<file path="src/rtl/cmd_seq_pkg.sv">
// cmd_seq_pkg
//   Shared definitions for the command sequencer: state encoding,
//   command codes, err_code values and a small sizing helper.
package cmd_seq_pkg;

    // 3-bit state register; codes 5..7 are illegal and trap to S_ERROR.
    typedef enum logic [2:0] {
        S_IDLE  = 3'd0,
        S_ARMED = 3'd1,
        S_RUN   = 3'd2,
        S_DONE  = 3'd3,
        S_ERROR = 3'd4
    } state_t;

    // Command codes; any code above CMD_CLEAR is illegal.
    localparam int unsigned CMD_NOP   = 0;
    localparam int unsigned CMD_ARM   = 1;
    localparam int unsigned CMD_START = 2;
    localparam int unsigned CMD_ABORT = 3;
    localparam int unsigned CMD_CLEAR = 4;

    // err_code values.
    localparam logic [1:0] ERR_NONE          = 2'd0;
    localparam logic [1:0] ERR_ILLEGAL_CMD   = 2'd1;
    localparam logic [1:0] ERR_ILLEGAL_STATE = 2'd2;
    localparam logic [1:0] ERR_RESERVED      = 2'd3;

    function automatic int unsigned max_u(input int unsigned a, input int unsigned b);
        return (a > b) ? a : b;
    endfunction

endpackage

</file>
<file path="src/rtl/seq_counter.sv">
// seq_counter
//   Down counter shared by the RUN duration and the ARMED idle timeout.
//   Load has priority over decrement; decrement saturates at zero.
//
// Ports
//   clk       rising-edge clock
//   rst_n     asynchronous active-low reset (count -> 0)
//   load      load load_val this cycle
//   load_val  value to load
//   dec       decrement by one (held at zero when already zero)
//   zero      high while the count is zero
module seq_counter #(
    parameter int W = 5
) (
    input  logic         clk,
    input  logic         rst_n,
    input  logic         load,
    input  logic [W-1:0] load_val,
    input  logic         dec,
    output logic         zero
);

    logic [W-1:0] cnt;

    always_ff @(posedge clk or negedge rst_n) begin
        if (!rst_n) begin
            cnt <= '0;
        end else if (load) begin
            cnt <= load_val;
        end else if (dec && (cnt != '0)) begin
            cnt <= cnt - W'(1);
        end
    end

    assign zero = (cnt == '0);

endmodule

</file>
<file path="src/rtl/cmd_seq_fsm.sv">
// cmd_seq_fsm
//   Command-driven sequencer: IDLE -> ARMED -> RUN -> DONE -> IDLE, with an
//   ARMED idle timeout, ABORT, and a sticky ERROR state entered on an
//   illegal command or an illegal state encoding.
//
// Ports
//   clk        rising-edge clock
//   rst_n      asynchronous active-low reset
//   cmd_valid  command present
//   cmd        command code (IN_W bits)
//   cmd_ready  always 1; a command is accepted when cmd_valid is high
//   out        current state code, zero-extended to OUT_W
//   done       high for the single DONE cycle
//   err        high while in ERROR
//   err_code   0 none, 1 illegal command, 2 illegal state encoding
//   tmo        one-cycle pulse on the cycle after an ARMED timeout
module cmd_seq_fsm
    import cmd_seq_pkg::*;
#(
    parameter int IN_W        = 3,
    parameter int OUT_W       = 3,
    parameter int RUN_LEN     = 8,
    parameter int ARM_TIMEOUT = 16
) (
    input  logic             clk,
    input  logic             rst_n,
    input  logic             cmd_valid,
    input  logic [IN_W-1:0]  cmd,
    output logic             cmd_ready,
    output logic [OUT_W-1:0] out,
    output logic             done,
    output logic             err,
    output logic [1:0]       err_code,
    output logic             tmo
);

    localparam int unsigned CNT_MAX = max_u(RUN_LEN, ARM_TIMEOUT);
    localparam int unsigned CNT_W   = $clog2(CNT_MAX + 1);

    localparam logic [CNT_W-1:0] RUN_LOAD = CNT_W'(RUN_LEN - 1);
    localparam logic [CNT_W-1:0] TMO_LOAD = CNT_W'(ARM_TIMEOUT - 1);

    state_t           state;
    state_t           nxt_state;
    logic [1:0]       err_code_q;
    logic [1:0]       nxt_err_code;
    logic [OUT_W-1:0] out_q;
    logic             done_q;
    logic             err_q;
    logic             tmo_q;
    logic             tmo_set;

    logic             cnt_load;
    logic [CNT_W-1:0] cnt_load_val;
    logic             cnt_dec;
    logic             cnt_zero;

    logic             accept;
    logic             cmd_illegal;
    logic             is_arm;
    logic             is_start;
    logic             is_abort;
    logic             is_clear;

    assign cmd_ready = 1'b1;
    assign accept    = cmd_valid && cmd_ready;

    assign cmd_illegal = accept && (cmd > IN_W'(CMD_CLEAR));
    assign is_arm      = accept && (cmd == IN_W'(CMD_ARM));
    assign is_start    = accept && (cmd == IN_W'(CMD_START));
    assign is_abort    = accept && (cmd == IN_W'(CMD_ABORT));
    assign is_clear    = accept && (cmd == IN_W'(CMD_CLEAR));

    seq_counter #(
        .W (CNT_W)
    ) u_cnt (
        .clk      (clk),
        .rst_n    (rst_n),
        .load     (cnt_load),
        .load_val (cnt_load_val),
        .dec      (cnt_dec),
        .zero     (cnt_zero)
    );

    // Next-state and counter control. Priority inside each state:
    // illegal command > ABORT/START > counter expiry.
    always_comb begin
        nxt_state    = state;
        nxt_err_code = err_code_q;
        cnt_load     = 1'b0;
        cnt_load_val = '0;
        cnt_dec      = 1'b0;
        tmo_set      = 1'b0;

        case (state)
            S_IDLE: begin
                if (cmd_illegal) begin
                    nxt_state    = S_ERROR;
                    nxt_err_code = ERR_ILLEGAL_CMD;
                end else if (is_arm) begin
                    nxt_state    = S_ARMED;
                    cnt_load     = 1'b1;
                    cnt_load_val = TMO_LOAD;
                end
            end

            S_ARMED: begin
                if (cmd_illegal) begin
                    nxt_state    = S_ERROR;
                    nxt_err_code = ERR_ILLEGAL_CMD;
                end else if (is_start) begin
                    nxt_state    = S_RUN;
                    cnt_load     = 1'b1;
                    cnt_load_val = RUN_LOAD;
                end else if (is_abort) begin
                    nxt_state = S_IDLE;
                end else if (accept) begin
                    // Any other accepted command restarts the idle window.
                    cnt_load     = 1'b1;
                    cnt_load_val = TMO_LOAD;
                end else if (cnt_zero) begin
                    nxt_state = S_IDLE;
                    tmo_set   = 1'b1;
                end else begin
                    cnt_dec = 1'b1;
                end
            end

            S_RUN: begin
                if (cmd_illegal) begin
                    nxt_state    = S_ERROR;
                    nxt_err_code = ERR_ILLEGAL_CMD;
                end else if (is_abort) begin
                    nxt_state = S_IDLE;
                end else if (cnt_zero) begin
                    nxt_state = S_DONE;
                end else begin
                    cnt_dec = 1'b1;
                end
            end

            S_DONE: begin
                if (cmd_illegal) begin
                    nxt_state    = S_ERROR;
                    nxt_err_code = ERR_ILLEGAL_CMD;
                end else begin
                    nxt_state = S_IDLE;
                end
            end

            S_ERROR: begin
                if (is_clear) begin
                    nxt_state    = S_IDLE;
                    nxt_err_code = ERR_NONE;
                end
            end

            default: begin
                nxt_state    = S_ERROR;
                nxt_err_code = ERR_ILLEGAL_STATE;
            end
        endcase
    end

    // Outputs are registered from the next state so they always match the
    // state register and never reflect an illegal encoding.
    always_ff @(posedge clk or negedge rst_n) begin
        if (!rst_n) begin
            state      <= S_IDLE;
            err_code_q <= ERR_NONE;
            out_q      <= '0;
            done_q     <= 1'b0;
            err_q      <= 1'b0;
            tmo_q      <= 1'b0;
        end else begin
            state      <= nxt_state;
            err_code_q <= nxt_err_code;
            out_q      <= OUT_W'(nxt_state);
            done_q     <= (nxt_state == S_DONE);
            err_q      <= (nxt_state == S_ERROR);
            tmo_q      <= tmo_set;
        end
    end

    assign out      = out_q;
    assign done     = done_q;
    assign err      = err_q;
    assign err_code = err_code_q;
    assign tmo      = tmo_q;

endmodule

</file>
<file path="config.mk">
export PLATFORM = sky130hd
export DESIGN_NAME = cmd_seq_fsm
export DESIGN_NICKNAME = d
export VERILOG_FILES = /design/src/rtl/cmd_seq_pkg.sv /design/src/rtl/seq_counter.sv /design/src/rtl/cmd_seq_fsm.sv
export SDC_FILE = /design/constraint.sdc
export NUM_CORES = 1
export LEC_CHECK = 0
export BUFFER_PORTS_ARGS = -buffer_cell sky130_fd_sc_hd__buf_2
export CORE_UTILIZATION = 45
export DETAILED_ROUTE_END_ITERATION = 10
export PLACE_DENSITY = 0.67
export SLEW_MARGIN = 20
export SYNTH_ARGS = -nofsm -noshare
export SYNTH_HDL_FRONTEND = slang
export SYNTH_HIERARCHICAL = 1
export SYNTH_SLANG_ARGS = --single-unit
</file>
<file path="constraint.sdc">
create_clock -name clk -period 5.2 [get_ports clk]
set_input_delay 0.78 -clock clk [delete_from_list [all_inputs] [get_ports clk]]
set_output_delay 0.78 -clock clk [all_outputs]
set_load 0.02 [all_outputs]
</file>
# --- Word level (Yosys, flattened, before mapping) ---
# Index checks and enable logic that the tools add are counted.
totals:
  word_cells: 78
  output_inout_bits: 9
  inputBits: 6
  register_bits: 13
op_classes:
  n_reduce_logical: 12
  n_mux: 46
  n_eq_ne: 12
  order_cmp: 1
  add_sub_neg: 1
ops:
  columns: ["operator", "count"]
  rows:
  - ["$mux 3", 12]
  - ["$mux 4", 6]
  - ["$mux 1", 19]
  - ["$eq 3x2->1 const B", 5]
  - ["$pmux 3 s5", 1]
  - ["$mux 5", 2]
  - ["$eq 3x3->1 const B", 3]
  - ["$pmux 4 s2", 1]
  - ["$eq 3x1->1 const B", 2]
  - ["$logic_and 1x1->1", 6]
  - ["$logic_not 5->1", 1]
  - ["$reduce_bool 5->1", 1]
  - ["$sub 5x1->5 const B", 1]
  - ["$mux 2", 2]
  - ["$pmux 1 s2", 2]
  - ["$pmux 2 s2", 1]
  - ["$reduce_or 4->1", 1]
  - ["$gt 3x3->1 const B", 1]
  - ["$logic_not 3->1", 1]
  - ["$ne 2x1->1 const B", 1]
  - ["$ne 2x2->1 const B", 1]
  - ["$reduce_and 2->1", 1]
  - ["$reduce_bool 2->1", 1]

# --- Longest topological paths before layout ---
# Gate-level depths: netlist of the first run.
depth:
  word_depth: 10
  ltp_mapped: 8
  depth_no_buf: 8

# --- Modules after synthesis ---
# The synthesis of the first run kept the hierarchy.
by_module_without_submodules:
  columns: ["module", "area_per_inst_um2", "n_inst", "cells_each", "seq_area_each_um2"]
  rows:
  - ["cmd_seq_fsm", 462.9, 1, 51, 200.2]
  - ["seq_counter", 300.3, 1, 32, 125.1]

# --- Worst setup path before layout of the first run ---
# Ideal clock, no wire load.
synth_timing:
  path_type: "input to register"
  from: "input port cmd_valid"
  to: "register u_cnt.cnt[3]"
  arrival_ns: 2.331
  slack_ns: 2.791
  path_buffers: 0
  setup_ns: 0.077
  stages: 5
  required_time_ns: 5.123
  cell_sequence: "or3_1 > a21oi_1 > or4b_1 > or3_1 > a21oi_1"
synth_between:
  elab_chain_len: 7
  elab_cells_between_ends: 28
  cone_classes: "mux: 22; reduce/logical: 6"
synth_rtl:
  columns: ["item", "line", "rtl"]
  rows:
  - ["start: declaration", "cmd_seq_fsm.sv:27", "input logic cmd_valid,"]
  - ["$mux 1 / $logic_and 1x1->1 (equally long branches)", "cmd_seq_fsm.sv:117, cmd_seq_fsm.sv:71", null]
  - ["$mux 1", "cmd_seq_fsm.sv:115", "end else if (is_abort) begin"]
  - ["$mux 1", "cmd_seq_fsm.sv:111", "end else if (is_start) begin"]
  - ["$mux 1", "cmd_seq_fsm.sv:108", "if (cmd_illegal) begin"]
  - ["$pmux 1 s2 *", "cmd_seq_fsm.sv:95", "case (state)"]
  - ["net cnt_dec", "cmd_seq_fsm.sv:55", "logic cnt_dec;"]
  - ["$logic_and 1x1->1 *", "seq_counter.sv:30", "end else if (dec && (cnt != '0)) begin"]
  - ["$reduce_bool 2->1 (no source line) *", null, null]
  - ["end signal: assignment", "seq_counter.sv:29", "cnt <= load_val;"]
  - ["end signal: assignment", "seq_counter.sv:31", "cnt <= cnt - W'(1);"]
  - ["end: declaration", "seq_counter.sv:23", "logic [W-1:0] cnt;"]
# Mark *: on every way through the listed nets, which the timed path passes. The rest lies on a longest branch.
# A chain may end at the register's enable or synchronous reset.

# --- Final worst setup path of the first run ---
layout_timing:
  from: "input port cmd[0]"
  to: "register u_cnt.cnt[3]"
layout_between:
  elab_chain_len: 8
  elab_cells_between_ends: 29
  cone_classes: "order compare: 1; eq/ne: 3; mux: 19; reduce/logical: 6"
layout_rtl:
  columns: ["item", "line", "rtl"]
  rows:
  - ["start: declaration", "cmd_seq_fsm.sv:28", "input logic [IN_W-1:0] cmd,"]
  - ["$eq 3x2->1", "cmd_seq_fsm.sv:71", "assign is_abort = accept && (cmd == IN_W'(CMD_ABORT));"]
  - ["$logic_and 1x1->1", "cmd_seq_fsm.sv:71", null]
  - ["$mux 1", "cmd_seq_fsm.sv:115", null]
  - ["$mux 1", "cmd_seq_fsm.sv:111", null]
  - ["$mux 1", "cmd_seq_fsm.sv:108", null]
  - ["$pmux 1 s2 *", "cmd_seq_fsm.sv:95", null]
  - ["net cnt_dec", "cmd_seq_fsm.sv:55", null]
  - ["$logic_and 1x1->1 *", "seq_counter.sv:30", null]
  - ["$reduce_bool 2->1 (no source line) *", null, null]
# Marks and branches as above.

==> results.cfg, run 1 <==
[clock_tree]
numClockSinks = 13
clock_latency_ns = 0.28
numCtsBuffers = 3
post_cts_buffers = 0
cts_tree = built
cts_max_path_buffers = 2
cts_resized = 0
cts_root_buf = clkbuf_4
h-tree-depth = 1
clk_pin_slew_ns = 0.08
postCtsHoldBufs = 0

[cells_and_area]
nNetsFinal = 106
final_area_sq_um = 870
layout-drive-gt1-share_pct = 23.5
final_cell_mix = dfrtp_1, buf_2, nand2_1
syn_to_final_growth_pct = 13.9
n_antenna_cell = 0

[timing]
min_period_over_period_pct = 46.4
timing.fmax_mhz = 415
skew_ns = 0.00217
finalHoldViolations = 0
slew_headroom_pct = 60.5
setup_tns_ns = 0
min_period_ns = 2.41
final-setup-viol-count = 0
rsz0062_at_grt = no
worst_pin_slew_ns = 0.590
slew_violations = 0

[logic_synthesis]
ys_seq_area_share_pct = 42.6
yosysUniqueCellTypes = 35
syn_area_sq_um = 763
syn-num-nets = 90
ys_ff_latch = 13
synth-async-reset-ratio_pct = 100
yosysWarningCount = 6
synth_cells = 83
synth-main-ff-cell = dfrtp_1
synth_edf_count = 0
synth_area_per_cell_sq_um = 9.20

[drt]
viasPerCell = 5.69
dr.pass1.iters = 4
drcViolationCount = 0
routed_wl_um = 1470
drt_iter0_markers = 23
route.vias.total = 649
antenna_left = 0
wl_per_cell_um = 12.9

[setup_path]
r2r-end = u_cnt/cnt[3]$_DFFE_PN0P_
slowest_delay_ns = 0.49
start_kind = input port
arrival_ns = 2.62
timing.rr.start = out[1]$_DFF_PN0_
critPathCaptureType = flip-flop
crit_chain = buf_2 -> o211ai_2 -> nand4_1 -> a21oi_1 -> or4b_1 -> or3_1 -> a21oi_1
cp_max_fo = 7
cp.required_ns = 5.41
cpMostUsedCell = a21oi_1
path_class = input port to flip-flop
crit_slowest_cell = or4b_1
rr_worst_depth = 6
rrSetupSlack_ns = 2.91

[die]
die_w_um = 43.2
start_util_pct = 49.5
dieArea_sq_um = 1860
die_h_um = 43.2
num_rows = 14
core_area_sq_um = 1540
pin_count = 15

[power]
seqPwrFrac_pct = 48.9
clkPwrFrac_pct = 21.2
power.internal_mw = 0.193
swShare_pct = 35.5
pwr-share-comb_pct = 29.9
vdd_drop_max_mv = 0.192
powerDensity_nw_per_um2 = 344
p_sw_mw = 0.106
p_leak_nw = 0.397

[place]
dpl_cell_area_sq_um = 837
gp_congestion = 0.858
portBuffers = 13
place_hpwl_um = 1110

[global_routing]
gr-total-overflow = 0
grt_pass1_vias = 630
grt_max_degree = 14
antenna_found_initial = 0
met1_usage_pct = 25.2
grt_pass1_wl_um = 2580
track_usage_pct = 18.3
busiest_layer = met2
grtUsageMet3_pct = 4.68
grt_util_met2_pct = 26.9

[flow_run]
drv_cap = 0

[run_status]
run_status = finished clean

[min_path]
min_path_type = input port to async pin
-- power by group through the flow --
stage / sequential [mW] / combinational [mW] / clock [mW]
final: 0.146 / 0.0893 / 0.0634
after global routing: 0.151 / 0.104 / 0.0707
after CTS: 0.146 / 0.0903 / 0.0659
after detailed placement: 0.148 / 0.0901 / 0
after global placement: 0.148 / 0.0889 / 0
after floorplan: 0.152 / 0.0586 / 0
-- Yosys cell counts (2+ instances only) --
master / count / area share [%]
nor2b_1: 4 / 3.3
nand4b_1: 2 / 2.3
nor2_1: 3 / 1.5
conb_1: 2 / 0.98
a21oi_1: 8 / 5.2
o31ai_1: 2 / 2.0
and2b_1: 2 / 2.0
o21ai_0: 2 / 1.3
inv_1: 6 / 3.0
nand2_1: 10 / 4.9
or3_1: 4 / 3.3
dfrtp_1: 13 / 43
nor3b_1: 2 / 2.0
nand2b_1: 2 / 1.6
-- logic make-up (layout without fill, tap and decap cells) --
logic type	count (synthesis)	after routing	synth area share [%]
AOI/OAI and AO/OA	23	23	21.5
and+or+nand+nor	36	36	28.9
buffers and inverters	8	23	4.43
adders and majority gates	1	1	1.64
other	2	2	0.984
DFF	13	13	42.6
-- registers in the layout, indices dropped and copies added (netlist names) --
name       cells
u_cnt/cnt      5
err_code       2
done           1
out            3
err            1
tmo            1
-- worst max-delay path, delay by kind of cell --
kind                   cells  cell delay, ns
and+or+nand+nor            3            0.96
AOI/OAI and AO/OA          3            0.74
buffers and inverters      1            0.14
-- layer usage --
layer | share of wire [%] | vias up
met1 | 51 | 294
met5 | 0 | -
met2 | 43 | 21
li1 | - | 332
met3 | 5.6 | 2
met4 | 0.68 | 0
-- worst max path at each step --
| stage | from | endpoint | cells past startpoint |
|---|---|---|---|
| 2_1_floorplan | cmd_valid | u_cnt/cnt[3]$_DFFE_PN0P_ | 5 |
| 3_3_place_gp | cmd_valid | u_cnt/cnt[3]$_DFFE_PN0P_ | 6 |
| 3_5_place_dp | cmd[0] | u_cnt/cnt[3]$_DFFE_PN0P_ | 7 |
| 4_1_cts | cmd[0] | u_cnt/cnt[3]$_DFFE_PN0P_ | 7 |
| 5_1_grt | cmd[0] | u_cnt/cnt[3]$_DFFE_PN0P_ | 7 |
| 6_report | cmd[0] | u_cnt/cnt[3]$_DFFE_PN0P_ | 7 |
-- area by class of cell --
| class | count | area (sq um) |
|---|---|---|
| Fill cell | 137 | 672 |
| Multi-Input combinational cell | 62 | 409 |
| Sequential cell | 13 | 325 |
| Timing Repair Buffer | 13 | 65.1 |
| Clock buffer | 3 | 22.5 |
| Inverter | 6 | 22.5 |
| Tap cell | 16 | 20.0 |
| Clock inverter | 1 | 5.00 |
-- through the flow --
step / hold WS (ns) / cells / power, mW / worst slack, ns / utilization [%]
finish: 0.366 / 114 / 0.299 / 2.79 / 56.4
CTS: 0.373 / 114 / 0.302 / 2.79 / 56.1
global route: 0.379 / 114 / 0.326 / 2.64 / 56.4
global placement: 0.509 / 110 / 0.237 / 2.57 / 54.3
floorplan: 0.484 / 83 / 0.211 / 2.79 / -
detailed placement: 0.526 / 110 / 0.238 / 2.49 / 54.3
No activity file was read; power rests on OpenSTA's default activity.
==> inputs of run 2 (changes only) <==
- clock period: 5.2 -> 2.5 ns (I/O delays scaled with it)
==> run 2 against run 1 <==
  * Cell area grew 2.2%
  * Highest routed layer unchanged
  * Clock power grew 100%
  * Critical endpoint unchanged
  * Clock-buffer cell count increased by 1
==> results.cfg, run 2 (synthesis results as in run 1) <==
[run_status]
run_status = finished clean

[place]
place_hpwl_um = 1090
gp_congestion = 0.852
portBuffers = 13
place_ws_ns = 0.237

[drt]
route.vias.total = 661
wl_per_cell_um = 12.6
routed_wl_um = 1470
drt_iter0_markers = 20
dr.pass1.iters = 4
viasPerCell = 5.65
antenna_left = 0
drcViolationCount = 0

[setup_path]
crit_slowest_cell = or4b_1
arrival_ns = 2.51
path_class = flip-flop to flip-flop
start_kind = flip-flop
critPathCaptureType = flip-flop
cp_max_fo = 6
crit_chain = nand2b_1 -> or3_1 -> a21oi_1 -> or4b_1 -> or3_1 -> a21oi_1
rr_worst_depth = 6
cp.required_ns = 2.70
slowest_delay_ns = 0.49

[die]
dieArea_sq_um = 1860
core_area_sq_um = 1540
die_h_um = 43.2
pin_count = 15
die_w_um = 43.2
num_rows = 14
start_util_pct = 49.5

[cells_and_area]
layout-drive-gt1-share_pct = 22.8
final_cell_mix = dfrtp_1, buf_2, nand2_1
largest_reg_flops = 5
fin_util_pct = 57.6
n_antenna_cell = 0
fillers = 143
seq_area_sq_um = 325
nNetsFinal = 109
multiInputGateArea_sq_um = 404
syn_to_final_growth_pct = 16.4
regMostFlops = u_cnt/cnt

[timing]
skew_ns = 0.0121
min_period_over_period_pct = 92.6
min_period_ns = 2.32
slew_violations = 0
finalHoldViolations = 0
final-setup-viol-count = 0
setup_tns_ns = 0
rsz0062_at_grt = no
timing.fmax_mhz = 432
fin_ws_ns = 0.185

[global_routing]
grt_pass1_vias = 585
track_usage_pct = 19.0
grt_max_degree = 14
gr-total-overflow = 0
antenna_found_initial = 0
grt_pass1_wl_um = 2560

[clock_tree]
cts_tree = built
h-tree-depth = 1
post_cts_buffers = 0
clock_latency_ns = 0.28
numCtsBuffers = 3
numClockSinks = 13
cts_root_buf = clkbuf_4
clk_pin_slew_ns = 0.08
cts_max_path_buffers = 2

[power]
p_leak_nw = 0.407
powerDensity_nw_per_um2 = 704
seqPwrFrac_pct = 48.8
pwr-share-comb_pct = 30.6
swShare_pct = 34.8
clkPwrFrac_pct = 20.6
totalPowerFinal_mw = 0.625
p_sw_mw = 0.218
vdd_drop_max_mv = 0.420
power.internal_mw = 0.407

[min_path]
min_path_type = input port to flip-flop
min_path_cells = 3

[flow_run]
drv_cap = 0
-- run 2: changes by cell type in the layout (fill, tap and decap cells not counted) --
cell / change
buf_4: +2
clkbuf_1: +1
clkinv_2: -1
dlygate4sd3_1: +1
nor3b_1: +1
nor3b_2: -1
-- run 2: critical path, delay by kind of cell (launching register included) --
kind	cells	cell delay, ns
simple gates	4	1.30
compound gates	2	0.49
flops	1	0.43
-- run 2: power by group through the flow --
| stage | clock network (mW) | logic [mW] | registers [mW] |
|---|---|---|---|
| after floorplan | 0 | 0.122 | 0.317 |
| after global placement | 0 | 0.186 | 0.307 |
| after detailed placement | 0 | 0.188 | 0.308 |
| after CTS | 0.134 | 0.192 | 0.305 |
| after global routing | 0.140 | 0.221 | 0.312 |
| final | 0.129 | 0.191 | 0.305 |
-- run 2: timing repair --
action,4_1_cts,5_1_grt
endpoints found under the hold margin,13,0
hold buffers,1,0
endpoints found under the setup margin,0,0
resized for setup,0,0
-- run 2: stage by stage --
| stage | hold WS (ns) | instances | instance area (sq um) |
|---|---|---|---|
| after floorplan | 0.0794 | 83 | 763 |
| after global placement | 0.277 | 112 | 852 |
| after detailed placement | 0.273 | 112 | 852 |
| after CTS | 0.425 | 117 | 888 |
| after global routing | 0.452 | 117 | 888 |
| final | 0.442 | 117 | 888 |
-- run 2: layout make-up --
| cell class | instances | share of cell area (%) |
|---|---|---|
| multi-input cells | 62 | 45.5 |
| flip-flops and latches | 13 | 36.6 |
| repair buffers | 16 | 10.1 |
| clock buffers | 4 | 2.96 |
| inverters | 6 | 2.54 |
| well taps | 16 | 2.25 |
-- run 2: path summary, 6_finish.rpt --
kind,startpoint,end,slack (ns)
min,cmd[1],out[1]$_DFF_PN0_,0.44
min in group asynchronous,rst_n,done$_DFF_PN0_,0.50
max reg2reg,out[1]$_DFF_PN0_,u_cnt/cnt[3]$_DFFE_PN0P_,0.18
max in group asynchronous,rst_n,err_code[1]$_DFFE_PN0P_,1.77
max,out[1]$_DFF_PN0_,u_cnt/cnt[3]$_DFFE_PN0P_,0.18
min reg2reg,err_code[1]$_DFFE_PN0P_,err_code[1]$_DFFE_PN0P_,0.53
-- run 2: layer usage --
layer  wire length, um  part of all wire [%]  track usage [%]  up-vias
li1                  -                     -                -      337
met2               603                    41             26.6       17
met4                29                   2.0             9.09        0
met5                 0                     0                0        -
met3                84                   5.7             6.81        5
met1               754                    51             25.7      302
==> inputs of run 3 (changes only) <==
==> constraint.sdc (replaced) <==
create_clock -name clk -period 2.5 [get_ports clk]
set_input_delay 0.25 -clock clk [delete_from_list [all_inputs] [get_ports clk]]
set_output_delay 0.25 -clock clk [all_outputs]
set_load 0.1 [all_outputs]
==> run 3 against run 2 <==
  * Sequential cell count unchanged
  * First-iteration DRC count grew 10%
  * Fmax grew 0.33%
  * Non-clock buffer count shrank 1
  * Worst hold slack worse by 0.12 ns
  * Largest power group unchanged
==> results.cfg, run 3 (synthesis results as in run 1) <==
[run_status]
run_status = finished clean

[die]
num_rows = 14
die_h_um = 43.2
core_area_sq_um = 1540
start_util_pct = 49.5
dieArea_sq_um = 1860
die_w_um = 43.2
pin_count = 15

[drt]
antenna_left = 0
dr.pass1.iters = 4
viasPerCell = 5.70
wl_per_cell_um = 13.4
drcViolationCount = 0
route.vias.total = 661
routed_wl_um = 1560
drt_iter0_markers = 22

[clock_tree]
clk_pin_slew_ns = 0.08
clock_latency_ns = 0.27
numClockSinks = 13
h-tree-depth = 1
cts_root_buf = clkbuf_4
post_cts_buffers = 0
numCtsBuffers = 3
cts_max_path_buffers = 2
cts_tree = built

[timing]
timing.hold.ws_ns = 0.322
fin_ws_ns = 0.192
setup_tns_ns = 0
timing.fmax_mhz = 433
finalHoldViolations = 0
min_period_ns = 2.31
slew_violations = 0
final-setup-viol-count = 0
min_period_over_period_pct = 92.3
skew_ns = 0.00710
rsz0062_at_grt = no

[cells_and_area]
regMostFlops = u_cnt/cnt
nNetsFinal = 108
fillers = 150
syn_to_final_growth_pct = 15.9
layout_commonest_cell = buf_2
final_cell_mix = buf_2, nand2_1, dfrtp_1
fin_util_pct = 57.4
final_cells = 116
n_antenna_cell = 0
layout-drive-gt1-share_pct = 25.0
largest_reg_flops = 5
final_area_sq_um = 885

[power]
powerDensity_nw_per_um2 = 828
totalPowerFinal_mw = 0.732
vdd_drop_max_mv = 0.440
p_leak_nw = 0.399

[global_routing]
track_usage_pct = 20.1
grt_pass1_wl_um = 2770
grt_pass1_vias = 632
grt_max_degree = 14
gr-total-overflow = 0
antenna_found_initial = 0

[min_path]
min_from = cmd[1]
holdPathEnd = out[1]$_DFF_PN0_
min_path_type = input port to flip-flop
min_path_cells = 3

[place]
gp_congestion = 0.763
place_ws_ns = 0.242
place_hpwl_um = 1150
place_inst = 111
dpl_cell_area_sq_um = 848
portBuffers = 13

[setup_path]
start_kind = flip-flop
critPathCaptureType = flip-flop
r2r-end = u_cnt/cnt[3]$_DFFE_PN0P_
rr_worst_depth = 6
arrival_ns = 2.50
path_class = flip-flop to flip-flop
timing.rr.start = out[1]$_DFF_PN0_
cp.required_ns = 2.70
cp_max_fo = 6
rrSetupSlack_ns = 0.19

[flow_run]
drv_cap = 0
[run 3: cell count changes in the layout (fill, tap and decap cells not counted), sizes merged]
cell	before	now
buf	15	14
[run 3: worst max-delay path by stage]
| stage | from | slack (ns) | cells past startpoint | end |
|---|---|---|---|---|
| 2_1_floorplan | out[1]$_DFF_PN0_ | 0.09 | 6 | u_cnt/cnt[3]$_DFFE_PN0P_ |
| 3_3_place_gp | u_cnt/cnt[0]$_DFFE_PN0P_ | 0.31 | 8 | u_cnt/cnt[3]$_DFFE_PN0P_ |
| 3_5_place_dp | out[1]$_DFF_PN0_ | 0.24 | 6 | u_cnt/cnt[3]$_DFFE_PN0P_ |
| 4_1_cts | out[1]$_DFF_PN0_ | 0.22 | 6 | u_cnt/cnt[3]$_DFFE_PN0P_ |
| 5_1_grt | out[1]$_DFF_PN0_ | 0.06 | 6 | u_cnt/cnt[3]$_DFFE_PN0P_ |
| 6_report | out[1]$_DFF_PN0_ | 0.19 | 6 | u_cnt/cnt[3]$_DFFE_PN0P_ |
[run 3: layout make-up]
| class | instances | area, sq um | share of cell area [%] |
|---|---|---|---|
| clock buffer | 4 | 26.3 | 2.97 |
| multi-input combinational | 62 | 404 | 45.7 |
| timing repair buffer | 15 | 82.6 | 9.34 |
| inverter | 6 | 22.5 | 2.55 |
| sequential | 13 | 329 | 37.2 |
| tap | 16 | 20.0 | 2.26 |
[run 3: metal layers]
layer	global-route usage, %	vias to the layer above	part of all wire (%)	routed length, um
met3	3.83	2	3.3	51
met1	28.8	311	53	820
li1	-	338	-	-
met4	9.09	0	0.84	13
met5	0	-	0	0
met2	29.0	10	43	670
[run 3: worst max-delay path, stage by stage, from the launching register on]
cell,delay [ns]
dfrtp_2,0.44
nand2b_1,0.16
or3_1,0.32
a21oi_1,0.36
or4b_1,0.49
or3_1,0.32
a21oi_1,0.13
[run 3: what timing repair did]
action                                  in CTS  in global routing
resized for setup                            0                  0
hold buffers                                 1                  0
endpoints found under the hold margin       13                  0
endpoints found under the setup margin       0                  0
[run 3: report_power, final]
part | switching (mW) | leakage, nW | total, mW | internal (mW)
combinational | 0.211 | 0.227 | 0.295 | 0.0841
clock | 0.0681 | 0.0150 | 0.130 | 0.0618
sequential | 0.0453 | 0.157 | 0.307 | 0.262
